## src/rtl/param_mul_reconstruct.sv

```systemverilog
// Iterative shift-add multiplier that rebuilds a dividend from the divider's
// outputs: dividend = quotient * divisor + remainder (unsigned).
// One multiplier bit is consumed per MUL cycle, so an operation takes WIDTH cycles.
module param_mul_reconstruct #(
  parameter int unsigned WIDTH = 8
) (
  input  logic                 clk,
  input  logic                 rst,
  input  logic                 start,
  input  logic [WIDTH-1:0]     quotient,
  input  logic [WIDTH-1:0]     divisor,
  input  logic [WIDTH-1:0]     remainder,
  output logic                 busy,
  output logic                 done,
  output logic [2*WIDTH-1:0]   dividend,
  output logic                 overflow,
  output logic                 rem_err
);

  // Counter must reach WIDTH after the last increment, hence WIDTH+1 values.
  localparam int unsigned CntW = $clog2(WIDTH + 1);
  localparam logic [CntW-1:0] LastCnt = CntW'(WIDTH - 1);

  typedef enum logic [1:0] {
    StIdle,
    StMul,
    StDone
  } state_e;

  state_e               r_state;
  state_e               w_state_d;
  logic                 w_capture;
  logic                 w_last;

  logic [WIDTH-1:0]     r_quot;
  logic [WIDTH-1:0]     r_div;
  logic [WIDTH-1:0]     r_rem;
  logic [CntW-1:0]      r_cnt;
  logic [2*WIDTH-1:0]   r_acc;
  logic [2*WIDTH-1:0]   r_dividend;
  logic                 r_overflow;
  logic                 r_rem_err;

  logic [WIDTH-1:0]     w_quot_shift;
  logic                 w_bit;
  logic [2*WIDTH-1:0]   w_addend;
  logic [2*WIDTH-1:0]   w_acc_next;

  // Partial product for the current counter position.
  always_comb begin
    w_quot_shift = r_quot >> r_cnt;
    w_bit        = w_quot_shift[0];
    w_addend     = '0;
    if (w_bit) begin
      w_addend = {{WIDTH{1'b0}}, r_div} << r_cnt;
    end
    w_acc_next = r_acc + w_addend;
  end

  // Next-state logic; start is only honoured in IDLE or DONE.
  always_comb begin
    w_state_d = r_state;
    w_capture = 1'b0;
    w_last    = 1'b0;
    case (r_state)
      StIdle: begin
        if (start) begin
          w_state_d = StMul;
          w_capture = 1'b1;
        end
      end
      StMul: begin
        if (r_cnt == LastCnt) begin
          w_state_d = StDone;
          w_last    = 1'b1;
        end
      end
      StDone: begin
        if (start) begin
          w_state_d = StMul;
          w_capture = 1'b1;
        end else begin
          w_state_d = StIdle;
        end
      end
      default: w_state_d = StIdle;
    endcase
  end

  // State register.
  always_ff @(posedge clk or posedge rst) begin
    if (rst) begin
      r_state <= StIdle;
    end else begin
      r_state <= w_state_d;
    end
  end

  // Operand capture, accumulation and result registers.
  always_ff @(posedge clk or posedge rst) begin
    if (rst) begin
      r_quot     <= '0;
      r_div      <= '0;
      r_rem      <= '0;
      r_cnt      <= '0;
      r_acc      <= '0;
      r_dividend <= '0;
      r_overflow <= 1'b0;
      r_rem_err  <= 1'b0;
    end else begin
      if (w_capture) begin
        r_quot <= quotient;
        r_div  <= divisor;
        r_rem  <= remainder;
        r_cnt  <= '0;
        r_acc  <= {{WIDTH{1'b0}}, remainder};
      end else if (r_state == StMul) begin
        r_acc <= w_acc_next;
        r_cnt <= r_cnt + CntW'(1);
      end
      // Results land on the DONE entry edge and hold until the next one.
      if (w_last) begin
        r_dividend <= w_acc_next;
        r_overflow <= |w_acc_next[2*WIDTH-1:WIDTH];
        r_rem_err  <= (r_rem >= r_div);
      end
    end
  end

  // DONE lasts exactly one cycle, so decoding it gives the single-cycle pulse.
  always_comb begin
    busy     = (r_state == StMul);
    done     = (r_state == StDone);
    dividend = r_dividend;
    overflow = r_overflow;
    rem_err  = r_rem_err;
  end

endmodule

```

## config.mk

```make
export PLATFORM = sky130hd
export DESIGN_NAME = param_mul_reconstruct
export DESIGN_NICKNAME = d
export VERILOG_FILES = /design/src/rtl/param_mul_reconstruct.sv
export SDC_FILE = /design/constraint.sdc
export NUM_CORES = 1
export LEC_CHECK = 0
export BUFFER_PORTS_ARGS = -buffer_cell sky130_fd_sc_hd__buf_4
export CAP_MARGIN = 20
export CORE_MARGIN = 2
export CORE_UTILIZATION = 61
export CTS_BUF_LIST = sky130_fd_sc_hd__clkbuf_4 sky130_fd_sc_hd__clkbuf_8 sky130_fd_sc_hd__clkbuf_16
export DETAILED_ROUTE_END_ITERATION = 6
export MAX_ROUTING_LAYER = met4
export PLACE_DENSITY = 0.84
export SLEW_MARGIN = 20
export SYNTH_ARGS = -nofsm -noshare
export SYNTH_HDL_FRONTEND = slang
export SYNTH_SLANG_ARGS = --single-unit
```

## constraint.sdc

```tcl
create_clock -name clk -period 9.8 [get_ports clk]
set_input_delay 0.98 -clock clk [delete_from_list [all_inputs] [get_ports clk]]
set_output_delay 0.98 -clock clk [all_outputs]
set_load 0.03 [all_outputs]
```

Yosys cells after proc, flatten, opt, wreduce, memory -nomap -nowiden
Cells that the tools add are included.

Register bits: 64. Output and inout port bits: 20. Bits of input ports: 27. Word-level logic and storage cells: 37.

Eq/ne operators: 5. Order comparisons: 1. $add $sub $neg: 2. Multiplexer cells: 13. Reductions and logical operators: 5. Shift operators: 2.

Operators by type and width (number): 2-to-1 mux 16 bit (3); adder 16 bit (1); << shifter 8 x 4 -> 16 bit (1); greater-or-equal comparator 8 bit (1); 2-to-1 mux 4 bit (2); OR reduction 8 bit (1); right shift 8 x 4 -> 1 bit (1); one-hot mux 2 bit (3 select lines) (1); 2-to-1 mux 1 bit (5); adder 4 x 1 -> 4 bit (second input constant) (1); == test 4 x 3 -> 1 bit (second input constant) (1); 2-to-1 mux 2 bit (2); == test 2 x 1 -> 1 bit (second input constant) (1); == test 2 bit (second input constant) (1); logical NOT 2 bit (1); != test 2 x 1 -> 1 bit (second input constant) (1); != test 2 bit (second input constant) (1); AND reduction 2 bit (1); nonzero test 2 bit (1); OR reduction 2 bit (1).

Depth between registers and ports, before layout
Gate-level depths: netlist of run 1.

Depth in word-level cells: 5. Mapped depth: 18.

Worst setup path after synthesis of run 1
OpenSTA, ideal clock, no wires.

Path type: reg2reg. Start point: reg r_cnt[0]. End point: reg r_overflow (netlist: overflow). Buffers on the path: 1. Cell stages (with the launch flop): 17. Setup slack: 6075 ps. Arrival time: 3592 ps. Cell sequence: dfrtp_1 -> buf_2 -> mux4_2 -> o21ai_1 -> or2_2 -> nor2_1 -> ha_1 -> inv_1 -> fa_1 -> nor2b_4 -> o2111a_1 -> nor3_2 -> o21ai_1 -> xor2_1 -> or4_4 -> nor3_2 -> a31oi_1.

Word-level cells in the longest chain between the ends: 4. Elaborated cells between the ends (all ways): 8. Classes of those cells: 1 x add/sub; 1 x eq/ne; 2 x shift; 3 x mux; 1 x reduce/logical.

RTL lines: start: declaration (RTL line 38) `logic [CntW-1:0] r_cnt;`; start signal: assignment (RTL line 119) `r_cnt <= r_cnt + CntW'(1);`; << shifter 8 x 4 -> 16 bit or right shift 8 x 4 -> 1 bit (tied branches) (RTL line 55, 51); 2-to-1 mux 16 bit (RTL line 54) `if (w_bit) begin`; adder 16 bit (RTL line 57) `w_acc_next = r_acc + w_addend;`; OR reduction 8 bit (RTL line 124) `r_overflow <= |w_acc_next[2*WIDTH-1:WIDTH];`; end signal: assignment (RTL line 124); end: declaration (RTL line 41) `logic r_overflow;`.

Parallel ways exist; a longest one is shown, timed or not. A chain may end at the register's enable or synchronous reset.

Final worst setup path of run 1
Same ends and word-level chain as after synthesis.

==> flow_summary.ini, run 1 <==
[status]
status = complete, no violations

[layout]
antenna_cells = 0
drive_above_1_share_pct = 17.05
multi_input_area_sq_um = 1957
seqCellArea_sq_um = 1602
fillerInstances = 435
nets = 522
areaGrowthSynthToFinish_pct = 17.24
final_area_sq_um = 4332

[flow_run]
drv_cap = 0

[route]
dr_total_vias = 3134
via_per_inst = 5.698
routed_wl_mm = 8.352
drt_iter0_markers = 284
antenna_left = 0
wl_per_cell_microns = 15.19
drc_errors = 0
drtPass1Iterations = 4

[sta]
setup-tns-final_ps = 0
clock_skew_ps = 6.278
worst_pin_slew_ps = 806.3
fmax_ghz = 0.2240
period_minus_slack_ps = 4464
grt_setup_unrepaired = false
whs_ps = 476.4
hold_viol = 0
slew_headroom_pct = 46.24
setup_viol_count_final = 0
fin_crit_sh_pct = 45.55
drv_slew = 0

[grt]
use_met2_pct = 47.32
gr-max-usage-layer = met2
grt_pass1_vias = 3112
grt_max_degree = 65
grt_pass1_wl_mm = 14.46
antenna_found_initial = 0
grt_usage_pct = 29.57
grt_overflow = 0
gr-usage-met1_pct = 37.82
met3_usage_pct = 4.725

[pwr]
power_frac_seq_pct = 29.6
power_density_nw_per_um2 = 392.1
internal_power_mw = 0.9408
p_sw_mw = 0.7575
swShare_pct = 44.60
clockPowerShare_pct = 16.0
p_leak_nw = 2.228
ir_drop_mv = 0.2582
pwr-share-comb_pct = 54.5

[worst_setup_path]
crit_slowest_cell = dfrtp_1
cp.arrival_ps = 4680
crit_path_max_incr_delay_ps = 800
path_max_fanout = 21
path_class = register to register
worstPathRequired_ps = 10010
start_kind = register
end_kind = register
crit_chain = mux4_2 -> inv_1 -> a21oi_1 -> o21ai_1 -> or2_2 -> nand2b_1 -> inv_1 -> ha_1 -> a211oi_1 -> nor2_1 -> o21ai_1 -> nor3_1 -> o31a_1 -> a31o_1 -> xnor2_1 -> a31oi_1

[yosys]
yosys.area_share.simple_pct = 22.05
synth_top_cell_area_share_pct = 43.35
synth_mux_area_share_pct = 5.113
ys_async_sr_fraction_pct = 100.0
synth_ff_type = dfrtp_1
yosys.area_share.adder_pct = 8.669
ys_ff_latch = 64
ys.warnings.count = 0
ys_seq_area_share_pct = 43.35
synth_compound_area_share_pct = 14.16
synth_xor_area_share_pct = 2.845
synth_cell_type_count = 46
synthTopCellsByArea = dfrtp_1 (43%), nand2_1 (13%), ha_1 (8.1%), nor2_1 (3.7%), o21ai_0 (3.1%)
synth_most_common_cell = nand2_1
synth_edf_count = 0
syn_inst = 428
synth_area_leader_cell = dfrtp_1
syn-num-nets = 480
ys_top_cells_by_count = nand2_1 (129), dfrtp_1 (64), nor2_1 (36)
avgSynthCellArea_sq_um = 8.633
synth_top_family_by_area = simple AND/OR/NAND/NOR gates
synth_area_sq_um = 3695

[cts]
clk_path_buf_depth = 2
numCtsBuffers = 9
clk_latency_ps = 340
clk_pin_slew_worst_paths_ps = 70
ctsHtreeMaxLevel = 3
cts_tree = done
cts_setup_buffers = 0
cts-resized-gates = 0
cts_num_sinks = 64
cts-root-buf = clkbuf_8
holdBufCountCts = 0

[place]
gp_congestion = 0.8889
placed_area_sq_um = 4091
port_buffers = 46
dpl.hpwl_mm = 5.908

[die]
core_sq_um = 5886
die_area_sq_um = 6695
rows = 28
die_y_microns = 81.83
start_util_pct = 62.78
fp.dieW_microns = 81.83
ios = 47

[worst_hold_path]
hold_class = register to register
registers in the layout, indices dropped and copies added (netlist names):
register and cells:
overflow 1, r_quot 8, rem_err 1, dividend 16
r_rem 8, r_div 8, r_acc 16, r_cnt 4
r_state 2
worst paths after layout:
check | startpoint | end | slack (ps) | cells past startpoint
max reg2reg | r_cnt[0] | overflow | 5340 | 16
max in group asynchronous | rst | overflow | 8390 | 3
max | r_cnt[0] | overflow | 5340 | 16
min reg2reg | dividend[0] | dividend[0] | 480 | 2
min | dividend[0] | dividend[0] | 480 | 2
min in group asynchronous | rst | r_quot[6] | 850 | 3
cell usage in the layout, fill, tap and decap left out, types with 3 or more instances in the layout:
| cell | instances |
|---|---|
| a211oi_1 | 4 |
| a21o_1 | 7 |
| a21oi_1 | 11 |
| a22o_1 | 9 |
| a22oi_1 | 6 |
| a31oi_1 | 3 |
| buf_4 | 49 |
| clkbuf_8 | 12 |
| dfrtp_1 | 64 |
| ha_1 | 24 |
| inv_1 | 16 |
| mux2_2 | 3 |
| mux2i_1 | 11 |
| nand2_1 | 129 |
| nand2b_1 | 4 |
| nand3_1 | 5 |
| nor2_1 | 35 |
| nor3_1 | 4 |
| nor3_2 | 3 |
| o21a_1 | 3 |
| o21ai_0 | 23 |
| o21ai_1 | 6 |
| xnor2_1 | 9 |
| xor2_1 | 3 |
layer usage:
metal / wire length [microns] / part of all wire [%]
met5: 0 / 0
met4: 175 / 2.1
met3: 391 / 4.7
met2: 4147 / 50
met1: 3638 / 44
logic make-up after synthesis:
family                     after synthesis
adders and majority gates               25
AOI/OAI and AO/OA                       80
buffers and inverters                   37
DFF                                     64
and+or+nand+nor                        194
xor gates and xnor gates                12
muxes                                   16
power groups by stage:
stage	Sequential [mW]	Combinational, mW	Clock [mW]
6_report	0.502	0.925	0.271
5_1_grt	0.521	1.04	0.286
3_5_place_dp	0.503	0.909	0
4_1_cts	0.500	0.925	0.274
3_3_place_gp	0.498	0.885	0
2_1_floorplan	0.524	0.651	0
critical path, delay by kind of cell (launching register included):
kind	cells	cell delay [ps]
flip-flops	1	800
AO/OA/AOI/OAI	7	1690
AND/OR/NAND/NOR	4	630
buffers and inverters	2	130
adder cells (fa/ha/maj)	1	290
multiplexers	1	590
XOR/XNOR	1	190
metrics by stage:
stage | util (%) | cells | total power [mW] | worst slack (ps)
3_5_place_dp | 69.52 | 534 | 1.413 | 5470
2_1_floorplan | - | 428 | 1.176 | 6075
5_1_grt | 73.60 | 550 | 1.847 | 4982
6_report | 73.60 | 550 | 1.698 | 5336
3_3_place_gp | 69.47 | 534 | 1.383 | 5643
4_1_cts | 73.60 | 550 | 1.700 | 5418
cell type report:
| cell class | count | area share, % |
|---|---|---|
| repair buffers | 49 | 8.492 |
| clock inverters | 2 | 1.386 |
| multi-input cells | 327 | 45.18 |
| inverters | 19 | 1.646 |
| clock buffers | 14 | 4.159 |
| flip-flops and latches | 64 | 36.97 |
| well taps | 75 | 2.166 |
No activity file was read; power rests on OpenSTA's default activity.
==> run 2, diff against run 1 <==
Settings changed: CORE_UTILIZATION 61 to 58, PLACE_DENSITY 0.84 to 0.81.
Clock period 9.8 ns to 4.6 ns, I/O delays scaled along.
==> run 2 against run 1 <==
  * Routed wire length shrank 2.4%
  * Final cell count grew 0.55%
  * Hold slack lost 170 ps
  * Global-route usage shrank 3.4 points
  * Critical path type unchanged
  * Critical endpoint unchanged
==> flow_summary.ini, run 2 (same netlist as run 1, synthesis figures left out) <==
[grt]
grt_overflow = 0
use_met2_pct = 43.42
met3_usage_pct = 7.023
grt_pass1_vias = 3082
antenna_found_initial = 0
grt_pass1_wl_mm = 14.15
grt_max_degree = 65
gr-max-usage-layer = met2
grt_usage_pct = 26.18
gr-usage-met1_pct = 31.37

[status]
status = complete, no violations

[worst_setup_path]
reg2reg_slack_ps = 600
end_kind = register
path_class = register to register
path_max_fanout = 8
crit_chain = mux4_2 -> inv_1 -> a21oi_1 -> o21ai_1 -> or2_2 -> nor2_1 -> ha_1 -> inv_1 -> fa_1 -> nor2b_4 -> o2111a_1 -> nor3_2 -> o21ai_1 -> xor2_1 -> or4_4 -> nor3_2 -> a31oi_1
worstPathRequired_ps = 4820
critPathTopFamily = simple AND/OR/NAND/NOR gates
crit_buf_inv = 2
crit_path_max_incr_delay_ps = 520
start_kind = register
cp.arrival_ps = 4220
crit_slowest_cell = or4_4

[place]
port_buffers = 46
gp_congestion = 0.9061
dpl.hpwl_mm = 5.734

[worst_hold_path]
hold_class = primary input to register

[sta]
worst_pin_slew_ps = 823.1
setup-tns-final_ps = 0
drv_slew = 0
period_minus_slack_ps = 3998
hold_viol = 0
fmax_ghz = 0.2501
grt_setup_unrepaired = false
fin_crit_sh_pct = 86.91
setup_viol_count_final = 0
clock_skew_ps = 8.002
slew_headroom_pct = 45.13

[route]
via_per_inst = 5.524
wl_per_cell_microns = 14.74
drt_iter0_markers = 226
drc_errors = 0
drtPass1Iterations = 4
antenna_left = 0
routed_wl_mm = 8.153
dr_total_vias = 3055

[layout]
antenna_cells = 0
utilization_pct = 68.89
areaGrowthSynthToFinish_pct = 16.36
nets = 524
drive_above_1_share_pct = 17.23
mostFrequentLayoutCells = nand2_1 (129), dfrtp_1 (64), buf_4 (51)
mostFrequentLayoutCell = nand2_1

[cts]
ctsHtreeMaxLevel = 3
clk_latency_ps = 340
cts-resized-gates = 0
clk_pin_slew_worst_paths_ps = 70
cts-root-buf = clkbuf_8
numCtsBuffers = 9
cts_num_sinks = 64
cts_setup_buffers = 0
cts_tree = done
clk_path_buf_depth = 2
holdBufCountCts = 0

[die]
rows = 29
die_y_microns = 83.82
ios = 47
core_sq_um = 6241
die_area_sq_um = 7025
fp.dieW_microns = 83.82
start_util_pct = 59.20

[pwr]
p_leak_nw = 2.206
ir_drop_mv = 0.6057
power_density_nw_per_um2 = 815.3

[flow_run]
drv_cap = 0
run 2: metrics by stage:
step | instances | total power, mW | hold slack [ps] | area, sq um | setup slack [ps]
2_1_floorplan | 428 | 2.505 | 440.3 | 3695 | 875.4
3_3_place_gp | 538 | 2.949 | 461.9 | 4106 | 754.6
3_5_place_dp | 538 | 3.014 | 464.4 | 4106 | 671.9
4_1_cts | 553 | 3.514 | 293.7 | 4297 | 622.6
5_1_grt | 553 | 3.820 | 301.0 | 4299 | 285.9
6_report | 553 | 3.505 | 302.4 | 4299 | 602.0
run 2: final timing paths:
kind                              startpoint            to  cells past startpoint
min in group asynchronous                rst     r_quot[0]                      3
worst max register to register      r_cnt[0]      overflow                     17
max in group asynchronous                rst      r_div[1]                      3
worst max-delay path                r_cnt[0]      overflow                     17
worst min register to register  dividend[13]  dividend[13]                      2
worst min-delay path             quotient[4]     r_quot[4]                      3
run 2: routing by layer:
layer | wire length [microns] | up-vias
met2 | 4009 | 69
met5 | 0 | -
li1 | - | 1529
met4 | 177 | 0
met1 | 3655 | 1440
met3 | 309 | 17
run 2: area by class of cell:
cell class | count | area, sq um
repair buffers | 51 | 382.9
flip-flops and latches | 64 | 1602
inverters | 19 | 71.32
multi-input cells | 327 | 1957
clock inverters | 5 | 58.81
fillers | 533 | 1942
well taps | 77 | 96.34
clock buffers | 10 | 131.4
run 2: tightest hold or removal path: stages:
cell	delay [ps]
buf_4	80
nand2_1	40
nand2_1	40
run 2: power breakdown:
part	switching [mW]	internal [mW]
sequential	0.188	0.836
clock	0.222	0.253
combinational	1.19	0.819
==> run 3, diff against run 2 <==
==> constraint.sdc (replaced) <==
create_clock -name clk -period 4.6 [get_ports clk]
set_input_delay 0.92 -clock clk [delete_from_list [all_inputs] [get_ports clk]]
set_output_delay 0.92 -clock clk [all_outputs]
set_load 0.03 [all_outputs]
==> run 3 against run 2 <==
  * Utilization increased by 0.56 points
  * First-iteration DRC count is 23% lower
  * Global-route usage increased by 1.0 points
  * Critical path type unchanged
  * Die area is the same
  * Total power is 2.4% higher
  * Critical endpoint unchanged
==> flow_summary.ini, run 3 (same netlist as run 1, synthesis figures left out) <==
[place]
gp_congestion = 0.9043
pre_cts_ws_ps = 656.4
port_buffers = 46
dpl.hpwl_mm = 5.962
place_inst = 538

[sta]
setup-tns-final_ps = 0
period_minus_slack_ps = 3959
setup_viol_count_final = 0
hold_viol = 0
clock_skew_ps = 8.941
slew_headroom_pct = 49.85
worst_slack_ps = 641.0
worst_pin_slew_ps = 751.5
drv_slew = 0
fmax_ghz = 0.2526
grt_setup_unrepaired = false
fin_crit_sh_pct = 86.07

[route]
antenna_left = 0
drtPass1Iterations = 4
via_per_inst = 5.648
dr_total_vias = 3129
routed_wl_mm = 8.274
drc_errors = 0
drt_iter0_markers = 173
wl_per_cell_microns = 14.94

[cts]
clk_latency_ps = 350
cts_num_sinks = 64
holdBufCountCts = 0
cts-resized-gates = 0
cts-root-buf = clkbuf_8
clk_pin_slew_worst_paths_ps = 70
cts_tree = done
clk_path_buf_depth = 2
numCtsBuffers = 9
ctsHtreeMaxLevel = 3
cts_setup_buffers = 0

[grt]
grt_pass1_vias = 3225
grt_usage_pct = 27.20
grt_overflow = 0
antenna_found_initial = 0
grt_max_degree = 41
grt_pass1_wl_mm = 14.85

[status]
status = complete, no violations

[worst_setup_path]
crit_slowest_cell = or4_4
crit_path_max_incr_delay_ps = 530
path_class = register to register
critPathTopFamily = simple AND/OR/NAND/NOR gates
cp.arrival_ps = 4190
crit_chain = mux4_2 -> inv_1 -> a21oi_1 -> o21ai_1 -> or2_2 -> nor2_1 -> ha_1 -> inv_1 -> fa_1 -> nor2b_4 -> o2111a_1 -> nor3_2 -> o21ai_1 -> xor2_1 -> or4_4 -> nor3_2 -> a31oi_1
path_max_fanout = 8
timing.rr.start = r_cnt[0]
crit_start = r_cnt[0]
crit_buf_inv = 2
worstPathRequired_ps = 4830
start_kind = register
end_kind = register

[layout]
instances_no_fill = 554
areaGrowthSynthToFinish_pct = 17.30
mostFrequentLayoutCells = nand2_1 (129), dfrtp_1 (64), buf_4 (51)
antenna_cells = 0
drive_above_1_share_pct = 17.40
nets = 524
mostFrequentLayoutCell = nand2_1

[die]
fp.dieW_microns = 83.82
die_y_microns = 83.82
die_area_sq_um = 7025
rows = 29
core_sq_um = 6241
start_util_pct = 59.20
ios = 47

[pwr]
power_density_nw_per_um2 = 828.1
p_leak_nw = 2.232
ir_drop_mv = 0.5140

[flow_run]
drv_cap = 0

[worst_hold_path]
worstHoldStart = dividend[14]
hold_class = register to register
[run 3: cell count changes in the layout (fill, tap and decap cells not counted), sizes merged]
| cell | change |
|---|---|
| clkbuf | +3 |
| clkinvlp | -2 |
| bufinv | +1 |
| clkinv | -1 |
[run 3: cell type report]
| type | count | area [sq um] |
|---|---|---|
| Clock inverter | 3 | 65.06 |
| Fill cell | 520 | 1907 |
| Clock buffer | 13 | 160.2 |
| Timing Repair Buffer | 51 | 382.9 |
| Sequential cell | 64 | 1602 |
| Multi-Input combinational cell | 327 | 1957 |
| Inverter | 19 | 71.32 |
| Tap cell | 77 | 96.34 |
[run 3: report_power, final]
| part | internal [mW] | switching [mW] | total (mW) |
|---|---|---|---|
| clock | 0.338 | 0.217 | 0.555 |
| combinational | 0.817 | 1.19 | 2.01 |
| sequential | 0.836 | 0.186 | 1.02 |
[run 3: path summary, 6_finish.rpt]
path                       depth (start not counted)  slack (ps)            to
max                                               17         640      overflow
min                                                2         470  dividend[14]
min reg2reg                                        2         470  dividend[14]
min in group asynchronous                          2         670     r_quot[7]
max reg2reg                                       17         640      overflow
max in group asynchronous                          3        3050      r_cnt[1]
[run 3: per-stage QoR]
step | hold slack (ps) | power [mW] | util [%] | area, sq um
global route | 502.4 | 3.907 | 69.45 | 4334
detailed placement | 463.7 | 3.018 | 65.80 | 4106
CTS | 480.4 | 3.592 | 69.41 | 4332
finish | 474.6 | 3.589 | 69.45 | 4334
global placement | 462.4 | 2.952 | 65.80 | 4106
floorplan | 440.3 | 2.505 | - | 3695
[run 3: metal layers]
| metal | wire (microns) | track usage, % | up-vias |
|---|---|---|---|
| met5 | 0 | - | - |
| li1 | - | - | 1525 |
| met2 | 4113 | 44.15 | 85 |
| met3 | 460 | 5.935 | 18 |
| met4 | 189 | 10.12 | 0 |
| met1 | 3510 | 33.62 | 1501 |
[run 3: tightest hold or removal path: cells and delay by family, from the launching register on]
family,cells,cell delay [ps]
flops,1,340
simple gates,2,100
